## src/rtl/mac_pipe_sat.sv

```systemverilog
`default_nettype none
// ============================================================================
// Module   : mac_pipe_sat
// Brief    : Parametrised pipelined signed multiply-accumulate with a
//            valid-qualified input stream, per-sample clear, optional
//            saturation and a sticky overflow flag.
// Revision : 1.0 - initial release
// ============================================================================
module mac_pipe_sat #(
    parameter int IN_W        = 8,
    parameter int ACC_W       = 16,
    parameter int MULT_STAGES = 1,
    parameter int SATURATE    = 1
) (
    input  logic                    clk,
    input  logic                    reset,
    input  logic                    valid_in,
    input  logic                    clear_in,
    input  logic signed [IN_W-1:0]  a,
    input  logic signed [IN_W-1:0]  b,
    output logic signed [ACC_W-1:0] f,
    output logic                    valid_out,
    output logic                    overflow
);

    localparam int c_PROD_W = 2 * IN_W;
    localparam int c_SUM_W  = ACC_W + 1;
    localparam int c_EXT_W  = c_SUM_W - c_PROD_W;

    // Largest positive and most negative values representable in ACC_W bits.
    localparam logic signed [ACC_W-1:0] c_ACC_MAX = {1'b0, {(ACC_W-1){1'b1}}};
    localparam logic signed [ACC_W-1:0] c_ACC_MIN = {1'b1, {(ACC_W-1){1'b0}}};

    // ------------------------------------------------------------------------
    // Elaboration-time parameter checks
    // ------------------------------------------------------------------------
    generate
        if (ACC_W < 2 * IN_W) begin : g_chk_acc_w
            $error("mac_pipe_sat: ACC_W must be >= 2*IN_W");
        end
        if (MULT_STAGES < 1 || MULT_STAGES > 4) begin : g_chk_stages
            $error("mac_pipe_sat: MULT_STAGES must be in 1..4");
        end
        if (SATURATE != 0 && SATURATE != 1) begin : g_chk_sat
            $error("mac_pipe_sat: SATURATE must be 0 or 1");
        end
    endgenerate

    // ------------------------------------------------------------------------
    // Stage 0: input register
    // ------------------------------------------------------------------------
    logic signed [IN_W-1:0] r_a;
    logic signed [IN_W-1:0] r_b;
    logic                   r_vld0;
    logic                   r_clr0;

    // Capture operands and tags every cycle; a clear without valid is dropped.
    always_ff @(posedge clk) begin
        if (reset) begin
            r_a    <= '0;
            r_b    <= '0;
            r_vld0 <= 1'b0;
            r_clr0 <= 1'b0;
        end else begin
            r_a    <= a;
            r_b    <= b;
            r_vld0 <= valid_in;
            r_clr0 <= clear_in & valid_in;
        end
    end

    // Full-precision product; -2^(IN_W-1) squared still fits in 2*IN_W bits.
    logic signed [c_PROD_W-1:0] w_prod;
    assign w_prod = r_a * r_b;

    // ------------------------------------------------------------------------
    // Product pipeline: MULT_STAGES registers carrying product, valid, clear
    // ------------------------------------------------------------------------
    logic signed [c_PROD_W-1:0] r_prod [MULT_STAGES];
    logic                       r_vld  [MULT_STAGES];
    logic                       r_clr  [MULT_STAGES];

    // Shift product and tags down the pipe every cycle; no stall exists.
    always_ff @(posedge clk) begin
        if (reset) begin
            for (int i = 0; i < MULT_STAGES; i++) begin
                r_prod[i] <= '0;
                r_vld[i]  <= 1'b0;
                r_clr[i]  <= 1'b0;
            end
        end else begin
            r_prod[0] <= w_prod;
            r_vld[0]  <= r_vld0;
            r_clr[0]  <= r_clr0;
            for (int i = 1; i < MULT_STAGES; i++) begin
                r_prod[i] <= r_prod[i-1];
                r_vld[i]  <= r_vld[i-1];
                r_clr[i]  <= r_clr[i-1];
            end
        end
    end

    // ------------------------------------------------------------------------
    // Accumulator datapath
    // ------------------------------------------------------------------------
    logic signed [c_PROD_W-1:0] w_last_prod;
    logic                       w_last_vld;
    logic                       w_last_clr;
    logic signed [c_SUM_W-1:0]  w_prod_ext;
    logic signed [c_SUM_W-1:0]  w_f_ext;
    logic signed [c_SUM_W-1:0]  w_sum;
    logic                       w_oor;
    logic signed [ACC_W-1:0]    w_next_f;

    assign w_last_prod = r_prod[MULT_STAGES-1];
    assign w_last_vld  = r_vld[MULT_STAGES-1];
    assign w_last_clr  = r_clr[MULT_STAGES-1];

    assign w_prod_ext = {{c_EXT_W{w_last_prod[c_PROD_W-1]}}, w_last_prod};
    assign w_f_ext    = {f[ACC_W-1], f};

    // One guard bit is enough: both addends lie within the ACC_W range.
    assign w_sum = w_last_clr ? w_prod_ext : (w_f_ext + w_prod_ext);

    // Outside the ACC_W range exactly when the guard bit disagrees with the
    // ACC_W sign bit.
    assign w_oor = w_sum[ACC_W] ^ w_sum[ACC_W-1];

    generate
        if (SATURATE != 0) begin : g_sat
            // Clamp toward the sign of the true sum held in the guard bit.
            always_comb begin
                w_next_f = w_sum[ACC_W-1:0];
                if (w_oor) begin
                    w_next_f = w_sum[ACC_W] ? c_ACC_MIN : c_ACC_MAX;
                end
            end
        end else begin : g_wrap
            assign w_next_f = w_sum[ACC_W-1:0];
        end
    endgenerate

    // Update f and flags on a valid last-stage sample; bubbles hold state.
    always_ff @(posedge clk) begin
        if (reset) begin
            f         <= '0;
            valid_out <= 1'b0;
            overflow  <= 1'b0;
        end else begin
            valid_out <= w_last_vld;
            if (w_last_vld) begin
                f <= w_next_f;
                if (w_oor) begin
                    overflow <= 1'b1;
                end else if (w_last_clr) begin
                    overflow <= 1'b0;
                end
            end
        end
    end

endmodule
`default_nettype wire

```

## config.mk

```make
export PLATFORM = sky130hd
export DESIGN_NAME = mac_pipe_sat
export DESIGN_NICKNAME = d
export VERILOG_FILES = /design/src/rtl/mac_pipe_sat.sv
export SDC_FILE = /design/constraint.sdc
export NUM_CORES = 1
export LEC_CHECK = 0
export ABC_CLOCK_PERIOD_IN_PS = 9400
export CORE_ASPECT_RATIO = 0.6
export CORE_MARGIN = 1
export CORE_UTILIZATION = 25
export CTS_CLUSTER_SIZE = 16
export DETAILED_ROUTE_END_ITERATION = 12
export PLACE_DENSITY = 0.51
export SLEW_MARGIN = 20
export SYNTH_ARGS = -nofsm -noshare
export SYNTH_HDL_FRONTEND = slang
export SYNTH_SLANG_ARGS = --single-unit
export TNS_END_PERCENT = 5
```

## constraint.sdc

```tcl
create_clock -name clk -period 9.4 [get_ports clk]
set_input_delay 0.94 -clock clk [delete_from_list [all_inputs] [get_ports clk]]
set_output_delay 0.94 -clock clk [all_outputs]
set_load 0.01 [all_outputs]
```

==> summary.txt, run 1 <==
Status
  • Status: completed

GRT
  • First-pass GRT wire length: 19,300 um
  • GR Util All Layers: 0.118
  • Overflow after GRT: 0
  • Initial antenna violation count: 0
  • Largest net degree at the start of global routing: 55
  • Vias in the first global route: ~3,700

Timing
  • FMAX: about 0.22 GHz
  • Hold Vio Cnt, Final: 0
  • Setup TNS: 0 ns
  • Final setup vio count: 0
  • Fin crit period: ~4.5 ns
  • Worst-margin pin slew: 1.06 ns
  • Fin crit share: 0.484
  • Worst Skew: just over 0.009 ns
  • Slew Limit Fails: 0
  • RSZ-0062 raised after global routing: false
  • Max-slew headroom: 0.293

Setup path
  • Critical path endpoint category: flop
  • WS Path Type: reg2reg
  • WP data arrival: 4.71 ns
  • R2R Setup Slk: ~4.9 ns
  • Critical Path Fanout Max: 8
  • CP startpoint kind: flop
  • Critical Path RT: 9.57 ns

Yosys
  • Most frequent cell after synthesis: inv_1
  • Largest cells by area after synthesis: fa_1 22%, dfxtp_1 21%, ha_1 11%
  • Cells after synthesis: around 560
  • Synth warnings: 0
  • Synth top area share: 0.221
  • Mean post-synth cell area: around 9 sq um
  • Synth unique cells: between 50 and 60
  • Synth Net Count: slightly below 700
  • Synth Flop Type: dfxtp_1
  • EDFF count, synth: 0
  • Count of state elements after synthesis: between 50 and 60
  • Yosys top cell by area: fa_1
  • Synthesized area: 5060 sq um
  • Asr flop ratio synth: 0
  • Register area share after synthesis: 0.213
  • List of most frequent post-synthesis cells: 97 x inv_1, 56 x fa_1, 54 x dfxtp_1

Route
  • Drc violations: 0
  • Via density: 4.26
  • Final wirelength: between 10,000 and 15,000 um
  • Vias post-DR: between 3,000 and 4,000
  • Iter 0 DRT Violations: 191
  • Final ANT Viol Nets: 0
  • Routed len/inst: roughly 13 um
  • Pre-antenna DRT Iters: 5

Floorplanning
  • Core area: approximately 19,000 sq um
  • # IOs: 38
  • # rows: 39
  • Total die area: about 21,000 sq um
  • Vert. Die Dim: between 100 and 150 um
  • Width of the die: 186 um
  • Initial Utilization: 0.261

Layout
  • Fillers: 2,098
  • Fin util: 0.303
  • Layout Nets: between 700 and 800
  • ANT cells: 0
  • Fraction of layout cells with a size suffix above 1: 0.0570
  • Layout area overhead: 16.4%

Clock network
  • Post-CTS Hold Buffers: 0
  • Root Buffer Master: clkbuf_16
  • Clock tree sinks: 54
  • Clk_lat worst skew: a little over 0.3 ns
  • H-tree levels: 2
  • Post_cts resized: 0
  • Inserted Clock Buffers: 5
  • CTS clk-pin slew, worst paths: around 0.08 ns
  • Post-CTS Setup Bufs: 0
  • CTS tree: done
  • Clk buf depth: 2

Power
  • Flop pwr share: 0.360
  • Psw: roughly 0.26 mW
  • Max VDD drop: 0.0000737 V
  • Sw Share: 0.342
  • Clock power share: 0.287
  • Power Dens Cells: 129 nW/um^2
  • Total power: 0.761 mW
  • P_int: between 0.5 and 0.6 mW
  • Leak pwr: around 2.5 nW
  • Comb power frac: 0.353

Placed design
  • RD Place Congestion: between 0.8 and 0.9
  • I/O Buffers: 37
  • DP HPWL: between 9000 and 10,000 um

Hold path
  • Hold WC Path Type: reg2reg

Job
  • Max-cap violation count: 0
-- cell families after synthesis --
group           synth area share
xor+xnor                  0.0467
flops                      0.213
buf+inv                   0.0835
mux                      0.00420
fa+ha+maj                  0.333
simple gates               0.176
compound gates             0.144
-- final timing paths --
check / from / endpoint / depth (start not counted)
min reg2reg: r_vld0 / r_vld[0] / 1
min: r_vld0 / r_vld[0] / 1
max reg2reg: r_b[3] / r_prod[0][14] / 15
max: r_b[3] / r_prod[0][14] / 15
-- worst max-delay path, stage by stage (launching register included) --
cell and delay, ns:
dfxtp_1 0.55, nand2_1 0.13, fa_1 0.44, fa_1 0.57, fa_1 0.44, fa_1 0.54
inv_1 0.04, ha_1 0.30, nor2b_1 0.15, o21ai_0 0.24, a21oi_1 0.14, o21ai_0 0.26
a21oi_1 0.17, a31oi_1 0.23, xor2_1 0.17, nor2_1 0.05
-- layout by cell type (no fill, tap or decap), types with 3 or more instances in the layout --
cell	instances
a211oi_1	4
a211oi_2	10
a21o_1	7
a21oi_1	13
and2_1	35
and3_1	3
buf_4	3
clkbuf_16	5
clkdlybuf4s50_1	36
dfxtp_1	54
fa_1	56
ha_1	45
inv_1	97
nand2_1	53
nand2b_1	8
nand3_1	3
nor2_1	39
nor2b_1	26
nor3_1	8
o211ai_1	6
o21a_1	3
o21ai_0	19
xnor2_1	18
xor2_1	9
-- final cells by class --
type / instances / area, sq um / area share
multi-input cells: 397 / 3560 / 0.604
flip-flops and latches: 54 / 1080 / 0.183
repair buffers: 40 / 388 / 0.0658
inverters: 97 / 364 / 0.0618
well taps: 266 / 333 / 0.0565
clock buffers: 6 / 129 / 0.0219
clock inverters: 2 / 37.5 / 0.00637
-- metrics by stage --
stage,setup WS [ns],hold WS (ns),cell area [sq um],cells
after CTS,4.88,0.441,5890,862
after global routing,4.50,0.460,5890,862
final,4.85,0.441,5890,862
after detailed placement,4.90,0.423,5730,854
after floorplan,5.26,0.414,5060,561
after global placement,4.98,0.420,5730,854
-- metal layers --
layer,track usage,routed length (um)
met3,0.0204,551
met4,0.0246,87
met1,0.185,6230
met5,0,0
met2,0.164,4340
-- power by group through the flow --
stage / Clock, mW / Sequential (mW) / Combinational (mW)
finish: 0.219 / 0.274 / 0.268
floorplan: 0 / 0.271 / 0.211
global placement: 0 / 0.280 / 0.270
global route: 0.233 / 0.278 / 0.311
CTS: 0.224 / 0.274 / 0.273
detailed placement: 0 / 0.280 / 0.271
-- state kept, by name, summed over array words and instances, names as in the netlist --
register and cells:
f 16, overflow 1, r_a 8, r_b 8, r_clr 1, r_clr0 1
r_prod 16, r_vld 1, r_vld0 1, valid_out 1
(Power assumes the default switching activity.)
==> inputs of run 2 (changes only) <==
ABC_CLOCK_PERIOD_IN_PS = 4000   (was 9400)
PLACE_DENSITY = 0.52   (was 0.51)
clock period = 4 ns   (was 9.4 ns; I/O delays follow)
==> run 2 against run 1 <==
Net effect:
- final area is 10% higher
- sequential power is 130% higher
- setup slack worse by 4.8 ns
- global-route usage is 0.35 points higher
- first-iteration DRC count is 36% lower
- critical path type unchanged
- clock skew is 0.0015 ns lower
==> summary.txt, run 2 (synthesis results as in run 1) <==
Status
  • Status: completed

Setup path
  • WS Path Type: reg2reg
  • Critical path endpoint category: flop
  • WP data arrival: ~4.1 ns
  • Critical Path Fanout Max: 6
  • Critical Path RT: between 4 and 5 ns
  • CP startpoint kind: flop
  • Path depth of the worst reg2reg path: 14

Timing
  • RSZ-0062 raised after global routing: true
  • Worst-margin pin slew: about 0.7 ns
  • Hold Vio Cnt, Final: 0
  • Fin crit share: 0.989
  • FMAX: about 0.25 GHz
  • Max-slew headroom: 0.525
  • Slew Limit Fails: 0
  • Fin crit period: slightly below 4 ns
  • Worst Skew: between 0.007 and 0.008 ns
  • Final setup vio count: 0

GRT
  • GR Util All Layers: 0.121
  • Largest net degree at the start of global routing: 30
  • First-pass GRT wire length: 20,200 um
  • Initial antenna violation count: 0
  • Vias in the first global route: between 4,000 and 5,000
  • Overflow after GRT: 0

Layout
  • Layout Nets: between 700 and 800
  • Regs by FF count: f: 16 flops, r_prod: 16 flops
  • Most frequent cells in the layout: 92 x inv_1, 55 x buf_4, 54 x fa_1
  • ANT cells: 0
  • Finished Layout Cells: 914
  • Commonest non-fill, non-tap cell in the layout: inv_1
  • Layout area overhead: 28.6%
  • Fillers: 2,053
  • Fraction of layout cells with a size suffix above 1: 0.208

Route
  • Vias post-DR: 3,846
  • Final wirelength: about 11,000 um
  • Pre-antenna DRT Iters: 4
  • Drc violations: 0
  • Routed len/inst: roughly 12 um
  • Final ANT Viol Nets: 0
  • Iter 0 DRT Violations: ~120
  • Via density: 4.21

Job
  • Max-cap violation count: 0

Hold path
  • Hold WC Path Type: reg2reg
  • Hold Crit Depth: 1

Placed design
  • Placed instance count: 899
  • I/O Buffers: 37
  • DP HPWL: ~9000 um
  • RD Place Congestion: 0.799

Clock network
  • Clock tree sinks: 54
  • Clk buf depth: 2
  • CTS clk-pin slew, worst paths: around 0.08 ns
  • Inserted Clock Buffers: 5
  • CTS tree: done
  • Root Buffer Master: clkbuf_16
  • Clk_lat worst skew: 0.30 ns
  • Post-CTS Hold Buffers: 0
  • H-tree levels: 2

Floorplanning
  • # rows: 39
  • Total die area: about 21,000 sq um
  • Width of the die: 186 um
  • # IOs: 38
  • Core area: a little under 20,000 sq um
  • Initial Utilization: 0.261
  • Vert. Die Dim: 112 um

Power
  • Max VDD drop: roughly 0.00018 V
  • Clock power share: 0.267
  • Psw: around 0.65 mW
  • P_int: roughly 1.3 mW
  • Flop pwr share: 0.335
  • Sw Share: 0.339
  • Leak pwr: between 2 and 3 nW
  • Total power: around 1.9 mW
  • Comb power frac: 0.398
  • Power Dens Cells: roughly 290 nW/um^2
==> run 2: worst paths after layout <==
check | start | endpoint | slack (ns)
hold / removal | r_clr0 | r_clr[0] | 0.43
setup / recovery | r_a[7] | r_prod[0][15] | 0.04
hold reg to reg | r_clr0 | r_clr[0] | 0.43
setup reg to reg | r_a[7] | r_prod[0][15] | 0.04
==> run 2: per-layer routing <==
| metal | up-vias | GRT usage | routed length [um] |
|---|---|---|---|
| li1 | 1966 | - | - |
| met1 | 1831 | 0.194 | 6430 |
| met2 | 43 | 0.171 | 4380 |
| met3 | 6 | 0.0198 | 477 |
| met4 | 0 | 0.0142 | 51 |
| met5 | - | 0 | 0 |
==> run 2: repair_timing <==
item / CTS / global route
gates cloned: 0 / 0
setup buffers: 7 / 0
endpoints found under the setup margin: 6 / 6
resized for setup: 44 / 13
pin swaps: 23 / 14
endpoints found under the hold margin: 0 / 0
==> run 2: per-stage QoR <==
step	area, sq um	util	hold WS [ns]	setup slack (ns)	setup TNS [ns]
6_report	6510	0.335	0.435	0.0442	0
2_1_floorplan	5080	-	0.414	0.0190	0
4_1_cts	6440	0.332	0.436	-0.0126	-0.0126
3_3_place_gp	6080	0.313	0.419	-0.363	-1.46
3_5_place_dp	6080	0.313	0.424	-0.402	-1.40
5_1_grt	6510	0.335	0.462	-0.133	-0.572
==> run 2: area by class of cell <==
class | instances | area, sq um | area share
Clock inverter | 3 | 45.0 | 0.00692
Clock buffer | 5 | 125 | 0.0192
Timing Repair Buffer | 92 | 778 | 0.120
Inverter | 97 | 364 | 0.0559
Multi-Input combinational cell | 397 | 3750 | 0.576
Sequential cell | 54 | 1120 | 0.172
Tap cell | 266 | 333 | 0.0511
==> run 2: power by group through the flow <==
stage | clock network (mW) | registers [mW] | logic, mW
floorplan | 0 | 0.636 | 0.501
CTS | 0.530 | 0.643 | 0.756
detailed placement | 0 | 0.654 | 0.712
global placement | 0 | 0.656 | 0.711
finish | 0.510 | 0.641 | 0.761
global route | 0.549 | 0.648 | 0.877
==> run 2: worst max-delay path, cell delays in order (launching register included) <==
cell and delay (ns):
dfxtp_4 0.38, buf_4 0.14, and2_2 0.22, fa_1 0.53
inv_1 0.05, fa_1 0.51, fa_1 0.44, fa_1 0.54
inv_1 0.06, ha_4 0.24, or3_1 0.35, o21ai_0 0.10
a21oi_2 0.06, xnor2_1 0.14, nor2_1 0.05
